<file path="src/rtl/guess_pkg.sv">
// Shared definitions for the guess game controller: state encodings,
// keypad codes and a digit test helper.
`timescale 1ns/1ps
package guess_pkg;

  typedef enum logic [2:0] {
    IDLE  = 3'd0,
    ENTRY = 3'd1,
    CHECK = 3'd2,
    WRONG = 3'd3,
    WIN   = 3'd4,
    LOSE  = 3'd5
  } state_e;

  localparam logic [3:0] KEY_ENTER = 4'hA;
  localparam logic [3:0] KEY_BKSP  = 4'hB;
  localparam logic [3:0] KEY_CLR   = 4'hC;
  localparam logic [3:0] KEY_NEW   = 4'hF;

  // True for a decimal digit key / BCD nibble.
  function automatic logic is_digit(input logic [3:0] k);
    return (k <= 4'd9);
  endfunction

endpackage

</file>
<file path="src/rtl/guess_game_ctrl_if.sv">
// Keypad / display bundle between the decode path, the game controller
// and the 7-seg driver. master = stimulus side, slave = controller.
`timescale 1ns/1ps
interface guess_game_ctrl_if #(parameter int N_DIGITS = 4);
  logic                  key_valid;
  logic [3:0]            key_code;
  logic [4*N_DIGITS-1:0] secret_in;
  logic [4*N_DIGITS-1:0] disp_data;
  logic [N_DIGITS-1:0]   disp_blank;
  logic [7:0]            tries;
  logic                  win;
  logic                  lose;
  logic [2:0]            state_o;

  modport master (
    output key_valid, key_code, secret_in,
    input  disp_data, disp_blank, tries, win, lose, state_o
  );

  modport slave (
    input  key_valid, key_code, secret_in,
    output disp_data, disp_blank, tries, win, lose, state_o
  );
endinterface

</file>
<file path="src/rtl/guess_entry_buffer.sv">
// Nibble shift register holding the guess being typed. Digits enter at
// nibble 0 and push older digits left; pop undoes the last push.
// Priority: clear > push > pop. Push when full / pop when empty are no-ops.
// Next-state values are exported so the owner can register outputs that
// reflect a key in the same cycle the buffer takes it.
`timescale 1ns/1ps
module guess_entry_buffer #(
  parameter int N_DIGITS = 4,
  parameter int CW       = $clog2(N_DIGITS + 1)
) (
  input  logic                  clk,
  input  logic                  rst,
  input  logic                  clr,
  input  logic                  push,
  input  logic                  pop,
  input  logic [3:0]            din,
  output logic [4*N_DIGITS-1:0] value,
  output logic [CW-1:0]         count,
  output logic                  full,
  output logic [4*N_DIGITS-1:0] value_nxt,
  output logic [CW-1:0]         count_nxt
);
  localparam int W = 4 * N_DIGITS;

  assign full = (count == CW'(N_DIGITS));

  // Next buffer contents from the requested operation.
  always_comb begin
    value_nxt = value;
    count_nxt = count;
    if (clr) begin
      value_nxt = '0;
      count_nxt = '0;
    end else if (push && !full) begin
      value_nxt = (value << 4) | W'(din);
      count_nxt = count + 1'b1;
    end else if (pop && (count != '0)) begin
      value_nxt = value >> 4;
      count_nxt = count - 1'b1;
    end
  end

  // Buffer storage.
  always_ff @(posedge clk or posedge rst) begin
    if (rst) begin
      value <= '0;
      count <= '0;
    end else begin
      value <= value_nxt;
      count <= count_nxt;
    end
  end
endmodule

</file>
<file path="src/rtl/guess_game_ctrl.sv">
// Guess game sequencer: collects a BCD guess from keypad codes, compares
// it to a latched secret, counts tries and drives the 7-seg display.
// All outputs are flops loaded from next-state values, so a key shows up
// on the outputs one cycle after its key_valid pulse.
// Optional feature: define BLINK_EN to blink the display in WIN/LOSE.
`timescale 1ns/1ps
module guess_game_ctrl
  import guess_pkg::*;
#(
  parameter int N_DIGITS  = 4,
  parameter int MAX_TRIES = 8,
  parameter int SHOW_CYC  = 50_000_000,
  parameter int BLINK_DIV = 12_500_000
) (
  input logic              clk_50M,
  input logic              RST,
  guess_game_ctrl_if.slave io
);
  localparam int W  = 4 * N_DIGITS;
  localparam int CW = $clog2(N_DIGITS + 1);
  localparam int TW = (SHOW_CYC > 1) ? $clog2(SHOW_CYC) : 1;

  if (MAX_TRIES < 1 || MAX_TRIES > 255 || SHOW_CYC < 1 || BLINK_DIV < 1) begin : g_bad_params
    $error("guess_game_ctrl: parameter out of range");
  end

  state_e         state, state_nxt;
  logic [7:0]     tries_q, tries_nxt, tries_inc;
  logic [TW-1:0]  timer, timer_nxt;
  logic [W-1:0]   secret, secret_nxt;

  logic           buf_clr, buf_push, buf_pop, buf_full;
  logic [W-1:0]   buf_value, buf_value_nxt;
  logic [CW-1:0]  buf_count, buf_count_nxt;

  logic           secret_ok, new_game;

  logic [W-1:0]        disp_data_q, disp_data_nxt;
  logic [N_DIGITS-1:0] disp_blank_q, disp_blank_nxt, blink_mask;
  logic                win_q, lose_q;

  guess_entry_buffer #(.N_DIGITS(N_DIGITS), .CW(CW)) u_buf (
    .clk       (clk_50M),
    .rst       (RST),
    .clr       (buf_clr),
    .push      (buf_push),
    .pop       (buf_pop),
    .din       (io.key_code),
    .value     (buf_value),
    .count     (buf_count),
    .full      (buf_full),
    .value_nxt (buf_value_nxt),
    .count_nxt (buf_count_nxt)
  );

  // A new-game secret is only usable if every nibble is a decimal digit.
  always_comb begin
    secret_ok = 1'b1;
    for (int i = 0; i < N_DIGITS; i++)
      if (!is_digit(io.secret_in[4*i +: 4])) secret_ok = 1'b0;
  end

  // F restarts from any state but CHECK, where key input is dropped.
  assign new_game  = io.key_valid && (io.key_code == KEY_NEW) &&
                     (state != CHECK) && secret_ok;
  assign tries_inc = (tries_q == 8'hFF) ? tries_q : tries_q + 8'd1;

  // Next state, buffer operations, tries and WRONG hold timer.
  always_comb begin
    state_nxt  = state;
    tries_nxt  = tries_q;
    timer_nxt  = timer;
    secret_nxt = secret;
    buf_clr    = 1'b0;
    buf_push   = 1'b0;
    buf_pop    = 1'b0;
    if (new_game) begin
      secret_nxt = io.secret_in;
      tries_nxt  = '0;
      timer_nxt  = '0;
      buf_clr    = 1'b1;
      state_nxt  = ENTRY;
    end else begin
      case (state)
        ENTRY: if (io.key_valid) begin
          if (is_digit(io.key_code))          buf_push = 1'b1;
          else if (io.key_code == KEY_BKSP)   buf_pop  = 1'b1;
          else if (io.key_code == KEY_CLR)    buf_clr  = 1'b1;
          else if (io.key_code == KEY_ENTER && buf_full) state_nxt = CHECK;
        end
        CHECK: begin
          tries_nxt = tries_inc;
          if (buf_value == secret)               state_nxt = WIN;
          else if (tries_inc == 8'(MAX_TRIES))   state_nxt = LOSE;
          else begin
            state_nxt = WRONG;
            timer_nxt = TW'(SHOW_CYC - 1);
          end
        end
        WRONG: begin
          if (timer == '0) begin
            state_nxt = ENTRY;
            buf_clr   = 1'b1;
          end else begin
            timer_nxt = timer - 1'b1;
          end
        end
        default: ;  // IDLE, WIN, LOSE: only F acts
      endcase
    end
  end

`ifdef BLINK_EN
  localparam int BW = (BLINK_DIV > 1) ? $clog2(BLINK_DIV) : 1;
  logic [BW-1:0] blink_cnt, blink_cnt_nxt;
  logic          blink_ph, blink_ph_nxt;

  // Blink phase runs only while staying in WIN/LOSE; entry starts lit.
  always_comb begin
    blink_cnt_nxt = '0;
    blink_ph_nxt  = 1'b0;
    if ((state_nxt == WIN || state_nxt == LOSE) && state_nxt == state) begin
      if (blink_cnt == BW'(BLINK_DIV - 1)) begin
        blink_cnt_nxt = '0;
        blink_ph_nxt  = ~blink_ph;
      end else begin
        blink_cnt_nxt = blink_cnt + 1'b1;
        blink_ph_nxt  = blink_ph;
      end
    end
  end

  // Blink counter and phase.
  always_ff @(posedge clk_50M or posedge RST) begin
    if (RST) begin
      blink_cnt <= '0;
      blink_ph  <= 1'b0;
    end else begin
      blink_cnt <= blink_cnt_nxt;
      blink_ph  <= blink_ph_nxt;
    end
  end

  assign blink_mask = {N_DIGITS{blink_ph_nxt}};
`else
  assign blink_mask = '0;
`endif

  // Display selection for the state being entered.
  always_comb begin
    disp_data_nxt  = buf_value_nxt;
    disp_blank_nxt = '0;
    case (state_nxt)
      IDLE:         disp_blank_nxt = '1;
      ENTRY, CHECK: for (int i = 0; i < N_DIGITS; i++)
                      disp_blank_nxt[i] = (int'(buf_count_nxt) <= i);
      WIN, LOSE: begin
        disp_data_nxt  = secret_nxt;
        disp_blank_nxt = blink_mask;
      end
      default:      disp_blank_nxt = '0;  // WRONG shows the full guess
    endcase
  end

  // FSM state register.
  always_ff @(posedge clk_50M or posedge RST) begin
    if (RST) state <= IDLE;
    else     state <= state_nxt;
  end

  // Game registers and registered outputs.
  always_ff @(posedge clk_50M or posedge RST) begin
    if (RST) begin
      tries_q      <= '0;
      timer        <= '0;
      secret       <= '0;
      disp_data_q  <= '0;
      disp_blank_q <= '1;
      win_q        <= 1'b0;
      lose_q       <= 1'b0;
    end else begin
      tries_q      <= tries_nxt;
      timer        <= timer_nxt;
      secret       <= secret_nxt;
      disp_data_q  <= disp_data_nxt;
      disp_blank_q <= disp_blank_nxt;
      win_q        <= (state_nxt == WIN);
      lose_q       <= (state_nxt == LOSE);
    end
  end

  assign io.disp_data  = disp_data_q;
  assign io.disp_blank = disp_blank_q;
  assign io.tries      = tries_q;
  assign io.win        = win_q;
  assign io.lose       = lose_q;
  assign io.state_o    = state;
endmodule

</file>
<file path="src/flat_wrapper.sv">
// flat-port wrapper written by rule: the top's interface ports become plain ports
module guess_game_ctrl_flat import guess_pkg::*;
#(
  parameter int N_DIGITS  = 4,
  parameter int MAX_TRIES = 8,
  parameter int SHOW_CYC  = 50_000_000,
  parameter int BLINK_DIV = 12_500_000
)
  (clk_50M, RST, io_key_valid, io_key_code, io_secret_in, io_disp_data, io_disp_blank, io_tries, io_win, io_lose, io_state_o);
  guess_game_ctrl_if #(.N_DIGITS(N_DIGITS)) io_i ();
  input logic clk_50M;
  input logic RST;
  input wire logic [$bits(io_i.key_valid)-1:0] io_key_valid;
  input wire logic [$bits(io_i.key_code)-1:0] io_key_code;
  input wire logic [$bits(io_i.secret_in)-1:0] io_secret_in;
  output wire logic [$bits(io_i.disp_data)-1:0] io_disp_data;
  output wire logic [$bits(io_i.disp_blank)-1:0] io_disp_blank;
  output wire logic [$bits(io_i.tries)-1:0] io_tries;
  output wire logic [$bits(io_i.win)-1:0] io_win;
  output wire logic [$bits(io_i.lose)-1:0] io_lose;
  output wire logic [$bits(io_i.state_o)-1:0] io_state_o;
  assign io_i.key_valid = io_key_valid;
  assign io_i.key_code = io_key_code;
  assign io_i.secret_in = io_secret_in;
  assign io_disp_data = io_i.disp_data;
  assign io_disp_blank = io_i.disp_blank;
  assign io_tries = io_i.tries;
  assign io_win = io_i.win;
  assign io_lose = io_i.lose;
  assign io_state_o = io_i.state_o;
  guess_game_ctrl #(.N_DIGITS(N_DIGITS), .MAX_TRIES(MAX_TRIES), .SHOW_CYC(SHOW_CYC), .BLINK_DIV(BLINK_DIV)) u_core (.clk_50M(clk_50M), .RST(RST), .io(io_i));
endmodule
</file>
<file path="config.mk">
export PLATFORM = sky130hd
export DESIGN_NAME = guess_game_ctrl_flat
export DESIGN_NICKNAME = d
export VERILOG_FILES = /design/src/rtl/guess_pkg.sv /design/src/rtl/guess_game_ctrl_if.sv /design/src/rtl/guess_entry_buffer.sv /design/src/rtl/guess_game_ctrl.sv /design/src/flat_wrapper.sv
export SDC_FILE = /design/constraint.sdc
export NUM_CORES = 1
export LEC_CHECK = 0
export ABC_CLOCK_PERIOD_IN_PS = 6870
export CAP_MARGIN = 5
export CORE_MARGIN = 8
export CORE_UTILIZATION = 50
export DETAILED_ROUTE_END_ITERATION = 10
export PLACE_DENSITY = 0.69
export RECOVER_POWER = 50
export SYNTH_ARGS = -nofsm -noshare
export SYNTH_HDL_FRONTEND = slang
export SYNTH_SLANG_ARGS = --single-unit
</file>
<file path="constraint.sdc">
create_clock -name clk_50M -period 6.87 [get_ports clk_50M]
set_input_delay 1.374 -clock clk_50M [delete_from_list [all_inputs] [get_ports clk_50M]]
set_output_delay 1.374 -clock clk_50M [all_outputs]
set_load 0.01 [all_outputs]
</file>
==> results of run 1 <==
[area by class of cell]
class | count | share of cell area (%)
multi-input cells | 389 | 42.6
flip-flops and latches | 94 | 40.4
repair buffers | 58 | 9.82
well taps | 133 | 2.85
clock buffers | 10 | 2.36
clock inverters | 6 | 1.18
inverters | 12 | 0.794
[metal layers]
layer | global-route usage [%] | share of wire [%] | wire (um) | vias to the layer above
met5 | 0 | 0 | 0 | -
met4 | 5.70 | 1.5 | 180 | 0
met3 | 4.22 | 6.7 | 820 | 17
met2 | 28.7 | 45 | 5480 | 120
met1 | 26.4 | 47 | 5690 | 1993
li1 | - | - | - | 1949
[flip-flops by register name, summed over array words and instances, names as in the netlist]
name,count
u_core.secret,16
u_core.u_buf.count,3
u_core.io.tries,8
u_core.io.disp_data,16
u_core.io.disp_blank,4
u_core.io.state_o,3
u_core.io.win,1
u_core.timer,26
u_core.io.lose,1
u_core.u_buf.value,16
[worst max-delay path by stage]
stage                          from                      end  depth (start not counted)
CTS                  io_key_code[1]  u_core.io.disp_blank[3]                          9
floorplan                       RST   u_core.io.disp_data[0]                          1
detailed placement   io_key_code[1]  u_core.io.disp_blank[3]                          9
global route        io_secret_in[1]  u_core.io.disp_blank[3]                          9
global placement    io_secret_in[1]  u_core.io.disp_blank[3]                          9
finish               io_key_code[1]  u_core.io.disp_blank[3]                          9
[power by group]
group          total, mW  leakage, nW  internal [mW]  switching [mW]
combinational      0.765         1.36          0.378           0.387
clock              0.388        0.103          0.181           0.207
sequential         0.916         1.16          0.733           0.183
[per-stage QoR]
stage	hold slack (ns)	utilization [%]
final	0.518	60.0
after global routing	0.548	60.0
after CTS	0.523	60.0
after detailed placement	0.501	57.8
after global placement	0.496	57.8
after floorplan	0.461	-
[cells in the final DEF (no fill, tap or decap), types with 4 or more instances in the layout]
master           instances
clkbuf_8                10
o21a_1                   4
a22oi_1                  6
a21o_1                   6
nand4_1                  5
a311oi_1                 8
inv_1                   11
nand2b_1                 9
nor4_1                  12
mux2i_1                 17
ha_1                     5
nand2_1                 83
nor3_1                  19
nor2_1                  43
o21ai_0                 24
nor2b_1                  7
dlygate4sd3_1           23
nand3_1                 12
a21oi_1                 21
and2_1                   5
xor2_1                  17
dfstp_2                  4
mux2_2                  15
dfrtp_1                 90
or2_2                    4
or3_1                    4
a211oi_1                16
clkdlybuf4s50_1         32
[tightest hold or removal path: cells and delay by family, from the launching register on]
kind	cells	cell delay [ns]
DFF	1	0.37
and+or+nand+nor	2	0.11
[kinds of logic after synthesis]
group | count (synthesis) | share of synthesized area [%]
multiplexers | 35 | 7.69
buffers and inverters | 36 | 3.18
flip-flops | 94 | 47.2
AO/OA/AOI/OAI | 104 | 14.3
AND/OR/NAND/NOR | 227 | 23.2
adder cells (fa/ha/maj) | 5 | 1.25
XOR/XNOR | 18 | 3.16
==> summary.md, run 1 <==
| Metric | Value |
|---|---|
| Status | `finished with violations` |
| Failing checks | `capacitance limit, slew limit` |
| Placed cells | `686` |
| DRC | `0` |
| Hold Crit Depth | `2` |
| Syn Area/Cell | `9.62 um^2` |
| Final Cycle Share | `58.1%` |
| Resized Gates After CTS | `0` |
| Post-synthesis sequential area ratio | `47.2%` |
| Distinct cells, synth | `63` |
| DR vias | `4079` |
| Final Hold Vio Count | `0` |
| H-tree depth | `3` |
| Standard-cell rows | `36` |
| First-pass GRT wire length | `20.2 mm` |
| Worst-path clk slew | `0.10 ns` |
| CP delay by family, top | `simple AND/OR/NAND/NOR gates` |
| Fin Clk Skew | `0.00997 ns` |
| Initial Util | `51.3%` |
| Routed WL | `12.2 mm` |
| Setup WS pre-CTS | `2.54 ns` |
| Worst r2r src | `u_core.io.state_o[0]` |
| Diode count | `0` |
| Final WS setup | `2.88 ns` |
| Worst Path Required | `7.19 ns` |
| Worst Path Max Fanout | `39` |
| Pleak | `2.62 nW` |
| Cell accounting for the most synthesized area | `dfrtp_1` |
| Overall power | `2.07 mW` |
| End of the worst register-to-register path | `u_core.io.disp_data[10]` |
| CTS tree | `yes` |
| Synth cell count leaders | `90 x dfrtp_1, 83 x nand2_1, 43 x nor2_1, 24 x o21ai_0, 21 x a21oi_1` |
| Chip height | `116 um` |
| Startpoint Class | `primary input` |
| Num ports | `56` |
| Setup Crit Path Kind | `in2reg` |
| DRT Pass-1 Iters | `5` |
| Tmin final | `3.99 ns` |
| Share of layout cells above drive strength 1 | `11.2%` |
| Total congestion overflow | `0` |
| Die ar. | `13400 um^2` |
| CP max stage cell | `or3_1` |
| Nets | `592` |
| P per Cell Area | `355 nW/um^2` |
| MaxCap Viol Count | `1` |
| Buffers on Ports | `55` |
| Largest net degree at the start of global routing | `49` |
| Vias per inst | `5.81` |
| Worst vdd ir | `0.199 mV` |
| Synth warn | `0` |
| RSZ-0062 raised after global routing | `false` |
| Top_reg_cell synth | `dfrtp_1` |
| Worst slew pin tran | `2.05 ns` |
| Initial antenna violation count | `0` |
| Post-synth ARST share | `100%` |
| Post-route insts no fill | `702` |
| Final setup violation count | `0` |
| Yosys top cell area share | `45.1%` |
| Top-count cell post-synth | `dfrtp_1` |
| Number of synthesized register bits | `94` |
| Crit path arrival time | `4.31 ns` |
| Post-DRT Antenna Nets | `0` |
| Slew Viols, Final | `48` |
| Synth Instances | `519` |
| Post-DP Area | `5630 um^2` |
| Gpl congestion | `0.862` |
| CP max stage delay | `0.67 ns` |
| Worst R2R Path Depth | `7` |
| Post-CTS Setup Repair Bufs | `0` |
| CTS Buf Count | `9` |
| Synthesized cell area | `4990 um^2` |
| Die width | `116 um` |
| Cts hold-fix bufs | `0` |
| Slew HR | `-37.1%` |
| Vias in the first global route | `3954` |
| WL/cell | `17.3 um` |
| Root Buffer | `clkbuf_8` |
| Worst Hold End | `u_core.secret[4]` |
| Hold Crit Class | `reg2reg` |
| Filler cells | `875` |
| Hpwl dp | `8.61 mm` |
| Critical-path cell list | `clkdlybuf4s50_1, and2_1, nand4_1, nor3_2, buf_4, or3_1, nor2_1, a211oi_1, or2_2` |
| Post-route setup TNS | `0 ns` |
| Skew-Pair Late Insertion Delay | `0.37 ns` |
| EDFF count, synth | `0` |
| Reg area | `2360 um^2` |
| GRT Overall Usage | `19.0%` |
| Clk buf depth | `2` |
| Multi-input gate area | `2480 um^2` |
| CP Capture Type | `flop` |
| Net Count, Synth | `547` |
| Max Freq | `250 MHz` |
| Synth top area cells | `dfrtp_1 45%, nand2_1 6.2%, mux2i_1 3.4%` |
| Hold_sp | `u_core.secret[4]` |
| # clock sinks | `94` |
| Worst path bufs/invs | `2` |
| CORE AREA | `9730 um^2` |
| Number of DRC markers in iteration 0 | `334` |
| Design area | `5830 um^2` |
| Area growth syn-to-layout | `16.8%` |
| R2r setup slk | `3.87 ns` |
Power figures use the tool's default switching activity.
==> run 2, diff against run 1 <==
ABC_CLOCK_PERIOD_IN_PS = 4000   (was 6870)
clock period = 4 ns   (was 6.87 ns; I/O delays follow)
==> run 2 against run 1 <==
  * The run still ends with capacitance limit, slew limit left
  * Global-route usage is 0.34 points higher
  * Utilization rose by 0.64 points
  * Setup slack lost 1.8 ns
==> summary.md, run 2 (synthesized netlist as in run 1, its figures left out) <==
| Metric | Value |
|---|---|
| Final Hold Vio Count | `0 (unchanged)` |
| Register name with the most flops | `u_core.timer` |
| Num ports | `56 (unchanged)` |
| Worst path bufs/invs | `1 (-1)` |
| Final Cycle Share | `73.4%` |
| CP max stage cell | `or4_1` |
| Vias in the first global route | `3902 (-1.3%)` |
| Skew-Pair Late Insertion Delay | `0.38 ns (about the same)` |
| Slew Viols, Final | `41 (-15%)` |
| Nets | `599 (+1.2%)` |
| Commonest cells after routing, fill and taps aside | `90 x dfrtp_1, 83 x nand2_1, 43 x nor2_1` |
| Pleak | `2.65 nW (+0.83%)` |
| CTS Buf Count | `9 (unchanged)` |
| Startpoint Class | `primary input` |
| DR vias | `4092 (+0.32%)` |
| Clk pwr share | `19.5% (+0.7 points)` |
| H-tree depth | `3 (unchanged)` |
| RSZ-0062 raised after global routing | `false` |
| # clock sinks | `94 (unchanged)` |
| Gpl congestion | `0.840 (-2.5%)` |
| Worst Hold End | `u_core.secret[5]` |
| Worst R2R Path Depth | `7 (unchanged)` |
| Fin Clk Skew | `0.00797 ns (-0.00201 ns)` |
| Number of flip-flops in the largest register | `26 (unchanged)` |
| End of the worst register-to-register path | `u_core.io.disp_blank[2]` |
| Hpwl dp | `8.80 mm (+2.2%)` |
| Reg area | `2360 um^2 (unchanged)` |
| Commonest non-fill, non-tap cell in the layout | `dfrtp_1` |
| Comb power frac | `36.9% (about the same)` |
| Area growth syn-to-layout | `18.0%` |
| Post-DRT Antenna Nets | `0 (unchanged)` |
| WL/cell | `17.5 um (+0.89%)` |
| Crit path arrival time | `3.20 ns (-1.11 ns)` |
| GRT Overall Usage | `19.3% (+0.34 points)` |
| Setup Crit Path Kind | `in2reg` |
| DRC | `0 (unchanged)` |
| Initial antenna violation count | `0 (unchanged)` |
| Worst vdd ir | `0.304 mV (+53%)` |
| CP max stage delay | `0.60 ns (-0.07 ns)` |
| Number of DRC markers in iteration 0 | `295 (-12%)` |
| Largest net degree at the start of global routing | `41 (-16%)` |
| CP delay by family, top | `simple AND/OR/NAND/NOR gates` |
| Status | `finished with violations` |
| Tmin final | `2.94 ns` |
| Sequential power share | `43.6% (-0.6 points)` |
| CORE AREA | `9730 um^2 (unchanged)` |
| Standard-cell rows | `36 (unchanged)` |
| Post-layout util | `60.6% (+0.64 points)` |
| Cts hold-fix bufs | `0 (unchanged)` |
| NetSw | `1.35 mW (+73%)` |
| Hold_sp | `u_core.secret[5]` |
| Slew HR | `-14.2% (+23 points)` |
| MaxCap Viol Count | `1 (unchanged)` |
| Worst-path clk slew | `0.10 ns (about the same)` |
| Routed WL | `12.4 mm (+1.9%)` |
| CTS tree | `yes` |
| Hold Crit Depth | `2 (unchanged)` |
| Buffers on Ports | `55 (unchanged)` |
| R2r setup slk | `1.15 ns (-2.72 ns)` |
| Final setup violation count | `0 (unchanged)` |
| Power Internal | `2.28 mW (+76%)` |
| Sw frac | `37.1% (-0.42 points)` |
| Total congestion overflow | `0 (unchanged)` |
| CP Capture Type | `flop` |
| Chip height | `116 um (unchanged)` |
| First-pass GRT wire length | `20.3 mm (+0.34%)` |
| Initial Util | `51.3% (unchanged)` |
| Critical-path cell list | `clkdlybuf4s50_1, and2_1, nand4_1, or4_1, o221ai_2, o21ai_2, nand2b_4, mux2_4` |
| Worst slew pin tran | `1.70 ns (-0.342 ns)` |
| Hold Crit Class | `reg2reg` |
| Vias per inst | `5.77 (-0.67%)` |
| Max Freq | `341 MHz` |
| Share of layout cells above drive strength 1 | `12.2% (+0.90 points)` |
| Die width | `116 um (unchanged)` |
| Post-route setup TNS | `0 ns (unchanged)` |
| Diode count | `0 (unchanged)` |
| Failing checks | `capacitance limit, slew limit` |
| Filler cells | `861 (-1.6%)` |
| DRT Pass-1 Iters | `6 (+1)` |
| P per Cell Area | `615 nW/um^2 (+73%)` |
| Worst r2r src | `u_core.io.state_o[0]` |
| Resized Gates After CTS | `0 (unchanged)` |
| Worst Path Max Fanout | `18 (-54%)` |
| Root Buffer | `clkbuf_8` |
| Worst Path Required | `4.27 ns (-2.92 ns)` |
| Post-CTS Setup Repair Bufs | `0 (unchanged)` |
| Die ar. | `13400 um^2 (unchanged)` |
| Multi-input gate area | `2480 um^2 (unchanged)` |
| Clk buf depth | `2 (unchanged)` |
[run 2: cell count changes in the layout (fill, tap and decap cells not counted)]
cell,change
inv_6,-2
clkinv_4,+2
clkbuf_2,+1
dlygate4sd3_1,-6
clkbuf_1,+1
buf_4,+5
clkdlybuf4s50_1,+6
clkbuf_8,-1
bufinv_16,+1
[run 2: worst min-delay path, cell delays in order (launching register included)]
cell and delay (ns):
dfrtp_1 0.37, nand2_1 0.05, nand2_1 0.07
[run 2: metal layers]
metal | global-route usage (%) | vias up | share of wire, %
li1 | - | 1958 | -
met1 | 27.2 | 2028 | 48
met2 | 29.0 | 94 | 45
met3 | 4.53 | 12 | 6.1
met4 | 5.19 | 0 | 1.1
met5 | 0 | - | 0
[run 2: stage by stage]
stage	power, mW	std cells	hold WS (ns)	setup WS, ns	area, um^2
after CTS	3.66	709	0.517	1.10	5910
after floorplan	2.42	519	0.461	0.758	4990
after global placement	2.91	693	0.489	0.764	5690
final	3.62	709	0.526	1.06	5900
after global routing	3.84	709	0.544	0.624	5900
after detailed placement	2.95	693	0.497	0.685	5690
[run 2: worst max-delay path by stage]
stage                    from                       to  slack, ns  cells after the start
5_1_grt                   RST            u_core.io.win       0.62                      3
3_3_place_gp     io_key_valid  u_core.io.disp_blank[3]       0.76                      8
2_1_floorplan             RST   u_core.io.disp_data[0]       0.76                      1
4_1_cts        io_key_code[3]  u_core.io.disp_data[13]       1.10                      8
3_5_place_dp   io_key_code[3]  u_core.io.disp_data[13]       0.69                      8
6_report       io_key_code[3]  u_core.io.disp_data[13]       1.06                      8
[run 2: area by class of cell]
type / count / area share [%]
Clock buffer: 9 / 2.10
Clock inverter: 7 / 1.68
Inverter: 12 / 0.785
Multi-Input combinational cell: 389 / 42.1
Sequential cell: 94 / 40.0
Tap cell: 133 / 2.82
Timing Repair Buffer: 65 / 10.5
[run 2: power groups by stage]
stage / sequential, mW / combinational, mW / clock, mW
after floorplan: 1.56 / 0.853 / 0
after global placement: 1.58 / 1.33 / 0
after detailed placement: 1.59 / 1.36 / 0
after CTS: 1.57 / 1.37 / 0.720
after global routing: 1.62 / 1.46 / 0.754
final: 1.58 / 1.34 / 0.707
==> run 3, diff against run 2 <==
ABC_CLOCK_PERIOD_IN_PS = 2400   (was 4000)
PLACE_DENSITY = 0.72   (was 0.69)
clock period = 2.4 ns   (was 4 ns; I/O delays follow)
==> run 3 against run 2 <==
  * The flow finishes with violations (setup timing)
  * Clock skew up 0.0071 ns
  * Register-to-register slack got worse by 1.2 ns
  * Via count increased by 11%
  * Sequential share of layout area is 5.4 points lower
  * Cell count up 13%
  * Die area unchanged
  * Clock power rose by 57%
  * First-iteration DRC count rose by 12%
  * Setup slack got worse by 1.1 ns
  * Critical endpoint is now u_core.io.disp_data[4]
  * Largest cell class unchanged
  * Largest power group is now combinational logic
==> summary.md, run 3 (synthesized netlist as in run 1, its figures left out) <==
| Metric | Value |
|---|---|
| Routed WL | `14.2 mm (+15%)` |
| Placed cells | `778 (+12%)` |
| Commonest non-fill, non-tap cell in the layout | `buf_4` |
| H-tree depth | `3 (unchanged)` |
| NetSw | `2.51 mW (+87%)` |
| Chip height | `116 um (unchanged)` |
| Clk buf depth | `2 (unchanged)` |
| Failing checks | `setup timing` |
| Vias in the first global route | `4484 (+15%)` |
| Sw frac | `37.4% (+0.21 points)` |
| Buffers on Ports | `55 (unchanged)` |
| Startpoint Class | `flop` |
| Comb power frac | `45.6% (+8.7 points)` |
| Diode count | `0 (unchanged)` |
| Die width | `116 um (unchanged)` |
| CTS tree | `yes` |
| GRT Overall Usage | `20.8% (+1.5 points)` |
| P per Cell Area | `988 nW/um^2 (+61%)` |
| Number of DRC markers in iteration 0 | `330 (+12%)` |
| Clk pwr share | `16.5% (-3.0 points)` |
| Crit path arrival time | `2.73 ns (-0.47 ns)` |
| Power Internal | `4.22 mW (+85%)` |
| Standard-cell rows | `36 (unchanged)` |
| MaxCap Viol Count | `0 (-1)` |
| Die ar. | `13400 um^2 (unchanged)` |
| Num ports | `56 (unchanged)` |
| DR vias | `4559 (+11%)` |
| Final Cycle Share | `103%` |
| Hold Crit Class | `reg2reg` |
| Hpwl dp | `9.91 mm (+13%)` |
| DRC | `0 (unchanged)` |
| Pleak | `3.16 nW (+19%)` |
| Slew HR | `28.7% (+43 points)` |
| Vias per inst | `5.68 (-1.6%)` |
| Largest net degree at the start of global routing | `39 (-4.9%)` |
| Post-route setup TNS | `-0.454 ns (-0.454 ns)` |
| DRT Pass-1 Iters | `5 (-1)` |
| Worst vdd ir | `0.587 mV (+93%)` |
| Area growth syn-to-layout | `36.3%` |
| CORE AREA | `9730 um^2 (unchanged)` |
| Skew-Pair Late Insertion Delay | `0.38 ns (about the same)` |
| Worst-path clk slew | `0.10 ns (about the same)` |
| Status | `finished with violations` |
| Setup Crit Path Kind | `reg2reg` |
| Max Freq | `406 MHz` |
| Number of flip-flops in the largest register | `26 (unchanged)` |
| RSZ-0062 raised after global routing | `true` |
| Setup WS pre-CTS | `-0.490 ns (-1.17 ns)` |
| CTS Buf Count | `9 (unchanged)` |
| Total congestion overflow | `0 (unchanged)` |
| Worst Path Required | `2.67 ns (-1.60 ns)` |
| WL/cell | `17.7 um (+1.3%)` |
| Fin Clk Skew | `0.0151 ns (+0.00711 ns)` |
| CP Capture Type | `flop` |
| Sequential power share | `37.9% (-5.7 points)` |
| # clock sinks | `94 (unchanged)` |
| Root Buffer | `clkbuf_8` |
| Final WS setup | `-0.0618 ns (-1.13 ns)` |
| Register name with the most flops | `u_core.timer` |
| Initial antenna violation count | `0 (unchanged)` |
| Share of layout cells above drive strength 1 | `28.2% (+16 points)` |
| WHS | `0.519 ns (-0.00716 ns)` |
| Post-route insts no fill | `803 (+13%)` |
| Final setup violation count | `10 (+10)` |
| Initial Util | `51.3% (unchanged)` |
| Worst slew pin tran | `1.06 ns (-0.640 ns)` |
| Slew Viols, Final | `0 (-100%)` |
| Commonest cells after routing, fill and taps aside | `94 x buf_4, 89 x dfrtp_1, 83 x nand2_1` |
| Worst Path Max Fanout | `8 (-10)` |
| Final Hold Vio Count | `0 (unchanged)` |
| Post-DRT Antenna Nets | `0 (unchanged)` |
| Nets | `693 (+16%)` |
| First-pass GRT wire length | `21.9 mm (+8.1%)` |
| Tmin final | `2.46 ns` |
| Gpl congestion | `0.884 (+5.3%)` |
run 3: power groups by stage:
stage	Sequential, mW	Clock [mW]	Combinational [mW]
3_3_place_gp	2.52	0	2.71
4_1_cts	2.53	1.14	2.83
3_5_place_dp	2.55	0	2.80
6_report	2.55	1.11	3.07
2_1_floorplan	2.61	0	1.42
5_1_grt	2.61	1.20	3.31
run 3: final timing paths:
kind	from	endpoint	slack, ns	cells after the start
min in group asynchronous	RST	u_core.io.disp_data[0]	0.74	2
max	u_core.io.tries[1]	u_core.io.disp_data[4]	-0.06	9
max in group asynchronous	RST	u_core.timer[13]	0.28	3
min	u_core.timer[25]	u_core.timer[25]	0.52	1
max reg2reg	u_core.io.tries[1]	u_core.io.disp_data[4]	-0.06	9
min reg2reg	u_core.timer[25]	u_core.timer[25]	0.52	1
run 3: per-layer routing:
metal,wire length (um),vias to the layer above,global-route usage (%)
met5,0,-,0
met4,237,0,7.61
met3,886,23,4.33
met2,6680,144,33.0
met1,6430,2240,27.4
li1,-,2152,-
run 3: layout make-up:
cell class / count / area, um^2
well taps: 133 / 166
clock inverters: 5 / 65.1
multi-input cells: 391 / 2660
inverters: 12 / 46.3
clock buffers: 11 / 141
repair buffers: 157 / 1370
flip-flops and latches: 94 / 2360
fillers: 760 / 2920
run 3: what timing repair did:
item | in CTS | in global routing
endpoints found under the setup margin | 23 | 46
gates resized for setup | 4 | 40
pin swaps | 1 | 15
cloned | 0 | 2
hold buffers | 0 | 0
setup buffers | 0 | 7
run 3: critical path: stages (launching register included):
cell and delay, ns:
dfrtp_1 0.40, buf_4 0.16, and2_1 0.18, o32ai_1 0.35, o21a_1 0.27, a21boi_1 0.13, o21ai_2 0.20, buf_6 0.16
nand2b_4 0.15, mux2_4 0.33
run 3: metrics by stage:
stage          utilization (%)  cell area [um^2]  power (mW)
2_1_floorplan                -              5000        4.03
5_1_grt                   70.0              6810        7.12
3_3_place_gp              65.7              6390        5.23
3_5_place_dp              65.7              6390        5.35
4_1_cts                   68.1              6620        6.49
6_report                  70.0              6810        6.73
